`src/rtl/mem_arbiter.sv`:
```
// Two-port (A/B) arbiter in front of a single memory with fixed read/write latency.
// Define MEM_ARB_RR_EN for round-robin on simultaneous requests; otherwise port A has fixed priority.
module mem_arbiter #(
    parameter int RD_LAT = 2,
    parameter int WR_LAT = 1
) (
    input  logic        clk,
    input  logic        rst,
    input  logic        a_req,
    input  logic        a_wr,
    input  logic [11:0] a_add,
    input  logic [7:0]  a_din,
    output logic        a_ack,
    output logic [7:0]  a_dout,
    input  logic        b_req,
    input  logic        b_wr,
    input  logic [11:0] b_add,
    input  logic [7:0]  b_din,
    output logic        b_ack,
    output logic [7:0]  b_dout,
    output logic        m_cen,
    output logic        m_rd,
    output logic        m_wr,
    output logic [11:0] m_add,
    output logic [7:0]  m_din,
    input  logic [7:0]  m_dout,
    output logic        busy,
    output logic        last_gnt
);
    typedef enum logic [1:0] {IDLE, ISSUE, WAIT, RESP} state_t;

    localparam logic [2:0] RD_WAIT = 3'(RD_LAT - 1);
    localparam logic [2:0] WR_WAIT = 3'(WR_LAT - 1);

    state_t      state;
    logic [2:0]  cnt;
    logic        wr_q;
    logic        pick_b;
    logic        sel_wr;
    logic [11:0] sel_add;
    logic [7:0]  sel_din;
    logic [2:0]  lat_wait;
    logic        to_resp;

    always_comb begin
        pick_b = b_req;
        if (a_req && b_req) begin
`ifdef MEM_ARB_RR_EN
            pick_b = ~last_gnt;
`else
            pick_b = 1'b0;
`endif
        end
        sel_wr  = pick_b ? b_wr  : a_wr;
        sel_add = pick_b ? b_add : a_add;
        sel_din = pick_b ? b_din : a_din;
    end

    // The edge entering RESP is exactly RD_LAT edges after the grant edge, so read data is captured there.
    assign lat_wait = wr_q ? WR_WAIT : RD_WAIT;
    assign to_resp  = ((state == ISSUE) && (lat_wait == 3'd0)) ||
                      ((state == WAIT)  && (cnt == 3'd1));
    assign busy     = (state != IDLE);

    always_ff @(posedge clk) begin
        if (rst) begin
            state    <= IDLE;
            cnt      <= 3'd0;
            wr_q     <= 1'b0;
            m_cen    <= 1'b1;
            m_rd     <= 1'b0;
            m_wr     <= 1'b0;
            m_add    <= 12'h000;
            m_din    <= 8'h00;
            a_ack    <= 1'b0;
            b_ack    <= 1'b0;
            a_dout   <= 8'h00;
            b_dout   <= 8'h00;
            last_gnt <= 1'b1;
        end else begin
            m_cen <= 1'b1;
            m_rd  <= 1'b0;
            m_wr  <= 1'b0;
            a_ack <= 1'b0;
            b_ack <= 1'b0;
            case (state)
                IDLE: begin
                    if (a_req || b_req) begin
                        last_gnt <= pick_b;
                        wr_q     <= sel_wr;
                        m_add    <= sel_add;
                        m_din    <= sel_din;
                        m_cen    <= 1'b0;
                        m_rd     <= ~sel_wr;
                        m_wr     <= sel_wr;
                        state    <= ISSUE;
                    end
                end
                ISSUE: begin
                    if (lat_wait == 3'd0) begin
                        state <= RESP;
                    end else begin
                        cnt   <= lat_wait;
                        state <= WAIT;
                    end
                end
                WAIT: begin
                    if (cnt == 3'd1) begin
                        cnt   <= 3'd0;
                        state <= RESP;
                    end else begin
                        cnt <= cnt - 3'd1;
                    end
                end
                RESP: state <= IDLE;
                default: state <= IDLE;
            endcase

            if (to_resp) begin
                a_ack <= ~last_gnt;
                b_ack <= last_gnt;
                if (!wr_q) begin
                    if (last_gnt) b_dout <= m_dout;
                    else          a_dout <= m_dout;
                end
            end
        end
    end
endmodule

```
`config.mk`:
```
export PLATFORM = sky130hd
export DESIGN_NAME = mem_arbiter
export DESIGN_NICKNAME = d
export VERILOG_FILES = /design/src/rtl/mem_arbiter.sv
export SDC_FILE = /design/constraint.sdc
export NUM_CORES = 1
export LEC_CHECK = 0
export CORE_MARGIN = 4
export CORE_UTILIZATION = 41
export CTS_BUF_LIST = sky130_fd_sc_hd__clkbuf_16
export DETAILED_ROUTE_END_ITERATION = 7
export PLACE_DENSITY = 0.79
export SLEW_MARGIN = 20
export SYNTH_ARGS = -nofsm -noshare
export SYNTH_HDL_FRONTEND = slang
export SYNTH_SLANG_ARGS = --single-unit
```
`constraint.sdc`:
```
create_clock -name clk -period 1.88 [get_ports clk]
set_input_delay 0.282 -clock clk [delete_from_list [all_inputs] [get_ports clk]]
set_output_delay 0.282 -clock clk [all_outputs]
set_load 0.03 [all_outputs]
```
==> results.toml <==
[critical_path]
path_buf_inv = 3
timing.critical_path.fanout_max = 6
setup.worst_path.end_class = "output port"
critPathRequiredTime_ns = 1.60
worstSetupPathType = "register to output port"
r2r_end = "a_dout[5]"
critPathArrivalTime_ns = 1.48
crit_top_cell = "inv_1"
worstRegToRegCells = 4
worst_path_cell_with_the_longest_stage_delay = "dlygate4sd2_1"
critical_path.top_delay_family = "buffers and inverters"
reg2reg_setup_slack_ns = 0.28
timing.critical_path.to = "busy"
critical_path.startpoint_type = "register"
critical_path_cell_count = 4
worstReg2RegStart = "state[0]"
cp_cell_sequence = "inv_1 > ha_1 > inv_1 > dlygate4sd2_1"
crit_path_max_incr_delay_ns = 0.40
worst_setup_startpoint = "state[1]"

[final_layout]
synthToLayoutAreaGrowth_pct = 54.58
nNetsFinal = 370
filler_cell_count = 445
n_antenna_cell = 0
post_route_cells_drive_above_1_share_pct = 6.109

[logic_synthesis]
post-synth-top-area-fraction_pct = 43.66
synth-seq-cells = 48
yosysWarnings = 0
synth-edff-count = 0
yosys_most_used_dff = "dfxtp_1"
asyncSetResetFlopFracSynth_pct = 0
synth_largest_area_cell = "dfxtp_1"
synth_top_cells_by_area = "dfxtp_1 44%, mux2i_1 18%, nand2b_1 8.0%"
yosys.cell_types.count = 35
synthesis.area_mm2 = 0.002201
synth.top_cells.by_count = "48 x dfxtp_1, 39 x mux2i_1, 28 x nand2b_1"
synthesis.nets = 278
synth_cells = 218
synthesis.area_per_instance_um2 = 10.10
yosys.cell_count.top_type = "dfxtp_1"
proportion_of_synthesized_chip_area_in_sequential_cells_pct = 43.66

[grt]
antenna_violations_before_repair = 0
groute.usage.overall_pct = 16.40
grt_start_max_net_pins = 56
global_route.overflow_total = 0
grt_pass1_wl_mm = 8.452
first_global_vias = 1854

[drt]
drtAntennaViolNets = 0
drt-wirelength-per-cell_um = 13.35
detail_route.wirelength_mm = 5.087
drtIter0Drc = 68
avgViaCountPerCell = 4.766
vias = 1816
route.detailed.drc = 0
dr.pass1.iters = 4

[die]
pin_count = 97
std_cell_rows = 26
core_region_area_mm2 = 0.005140
dieHeight_um = 81.27
width_of_the_die_um = 81.27
dieArea_mm2 = 0.006604
floorplan.initialDensity_pct = 42.82

[run_status]
status = "finished, final reports clean"

[timing]
fin_skew_ns = 0.007850
post-route-min-period_ns = 1.763
unrepaired_setup_endpoints_after_global_routing = "no"
timing.setup.tns_ns = 0
worst_pin_slew_ns = 0.4051
timing_max_transition_violations_final = 0
worst_slew_margin_rel_pct = 72.99
finalCritPeriodShare_pct = 93.78
maxClockFrequency_mhz = 567.2
setup_violations = 0
finalHoldViolCount = 0
final.hold.worst_slack_ns = 0.4705

[clock_network]
postCtsSetupRepairBufs = 0
worst_skew_pair_latency_ns = 0.28
cts-htree-levels = 2
path_clk_slew_ns = 0.06
clockRootBuffer = "clkbuf_16"
cts_buffer_depth = 2
cts_sinks = 48
tritoncts = "done"
cts_inserted_buffers = 5

[power]
peakVddDrop_mv = 0.7282
power_density_mw_per_mm2 = 1218
leakage_nw = 1.421

[run]
max_cap_violations = 0

[place]
port_buffers = 96
hpwlAfterDp_mm = 3.733
globalplace.congestion = 0.7179

[min_path]
timing.hold.worst.class = "register to register"
[power breakdown]
group | switching [mW] | internal (mW) | leakage, nW
Clock | 0.359 | 0.620 | 0.0850
Combinational | 0.992 | 0.798 | 0.943
Sequential | 0.137 | 1.24 | 0.394
[tightest hold or removal path: cells and delay by family (launching register included)]
kind / cells / cell delay [ns]
flip-flops: 1 / 0.31
multiplexers: 1 / 0.06
AND/OR/NAND/NOR: 1 / 0.06
[routing by layer]
metal  part of all wire [%]  vias up  GRT usage (%)
li1                       -      951              -
met1                     43      812          19.93
met2                     50       46          27.52
met3                    5.4        7          4.102
met4                    1.7        0          6.588
met5                      0        -              0
[flip-flops by register name, indices dropped and copies added, names as in the netlist]
| name | flops |
|---|---|
| m_din | 8 |
| b_ack | 1 |
| m_rd | 1 |
| b_dout | 8 |
| a_ack | 1 |
| wr_q | 1 |
| a_dout | 8 |
| m_add | 12 |
| cnt | 3 |
| m_cen | 1 |
| m_wr | 1 |
| last_gnt | 1 |
| state | 2 |
[cells by family (layout without fill, tap and decap cells)]
logic type / Yosys count / after routing / share of synthesized area, %
and+or+nand+nor: 70 / 70 / 19.33
DFF: 48 / 48 / 43.66
muxes: 39 / 39 / 17.74
AOI/OAI and AO/OA: 34 / 34 / 11.03
buffers and inverters: 21 / 114 / 4.832
adders and majority gates: 6 / 6 / 3.411
[stage by stage]
step           utilization (%)  total power, mW  cell area, um^2  cells  setup WS [ns]
4_1_cts                  66.14            4.193             3400    381        0.03217
6_report                 66.19            4.143             3402    381         0.1169
5_1_grt                  66.19            4.405             3402    381        0.02257
2_1_floorplan                -            2.547             2201    218         0.4715
3_5_place_dp             62.97            3.203             3237    373         0.1369
3_3_place_gp             62.97            3.168             3237    373         0.1809
[final cells by class]
class | count | area [um^2] | share of cell area (%)
Timing Repair Buffer | 101 | 1037 | 30.49
Inverter | 5 | 18.77 | 0.5517
Sequential cell | 48 | 960.9 | 28.25
Clock inverter | 3 | 38.79 | 1.140
Tap cell | 70 | 87.58 | 2.574
Clock buffer | 5 | 125.1 | 3.678
Multi-Input combinational cell | 149 | 1134 | 33.32
[cells in the final DEF (no fill, tap or decap), types with 3 or more instances in the layout]
| cell | n |
|---|---|
| clkdlybuf4s50_1 | 94 |
| dfxtp_1 | 48 |
| mux2i_1 | 39 |
| nand2b_1 | 28 |
| nor2_1 | 25 |
| a211oi_1 | 21 |
| ha_1 | 6 |
| a21oi_1 | 5 |
| clkbuf_16 | 5 |
| inv_1 | 4 |
| buf_12 | 3 |
[how the worst min path moves through the flow]
stage | cells after the start | endpoint | slack (ns) | startpoint
floorplan | 2 | cnt[1] | 0.45 | cnt[1]
global placement | 2 | a_dout[1] | 0.46 | a_dout[1]
detailed placement | 2 | a_dout[2] | 0.46 | a_dout[2]
CTS | 2 | a_dout[6] | 0.48 | a_dout[6]
global route | 2 | b_dout[6] | 0.50 | b_dout[6]
finish | 2 | a_dout[6] | 0.47 | a_dout[6]
[what timing repair did]
item / 4_1_cts / 5_1_grt
hold endpoints to repair: 0 / 0
endpoints found under the setup margin: 1 / 1
gates cloned: 0 / 0
hold buffers: 0 / 0
resized for setup: 1 / 1
Note: power is estimated with default switching activity, not from simulation.
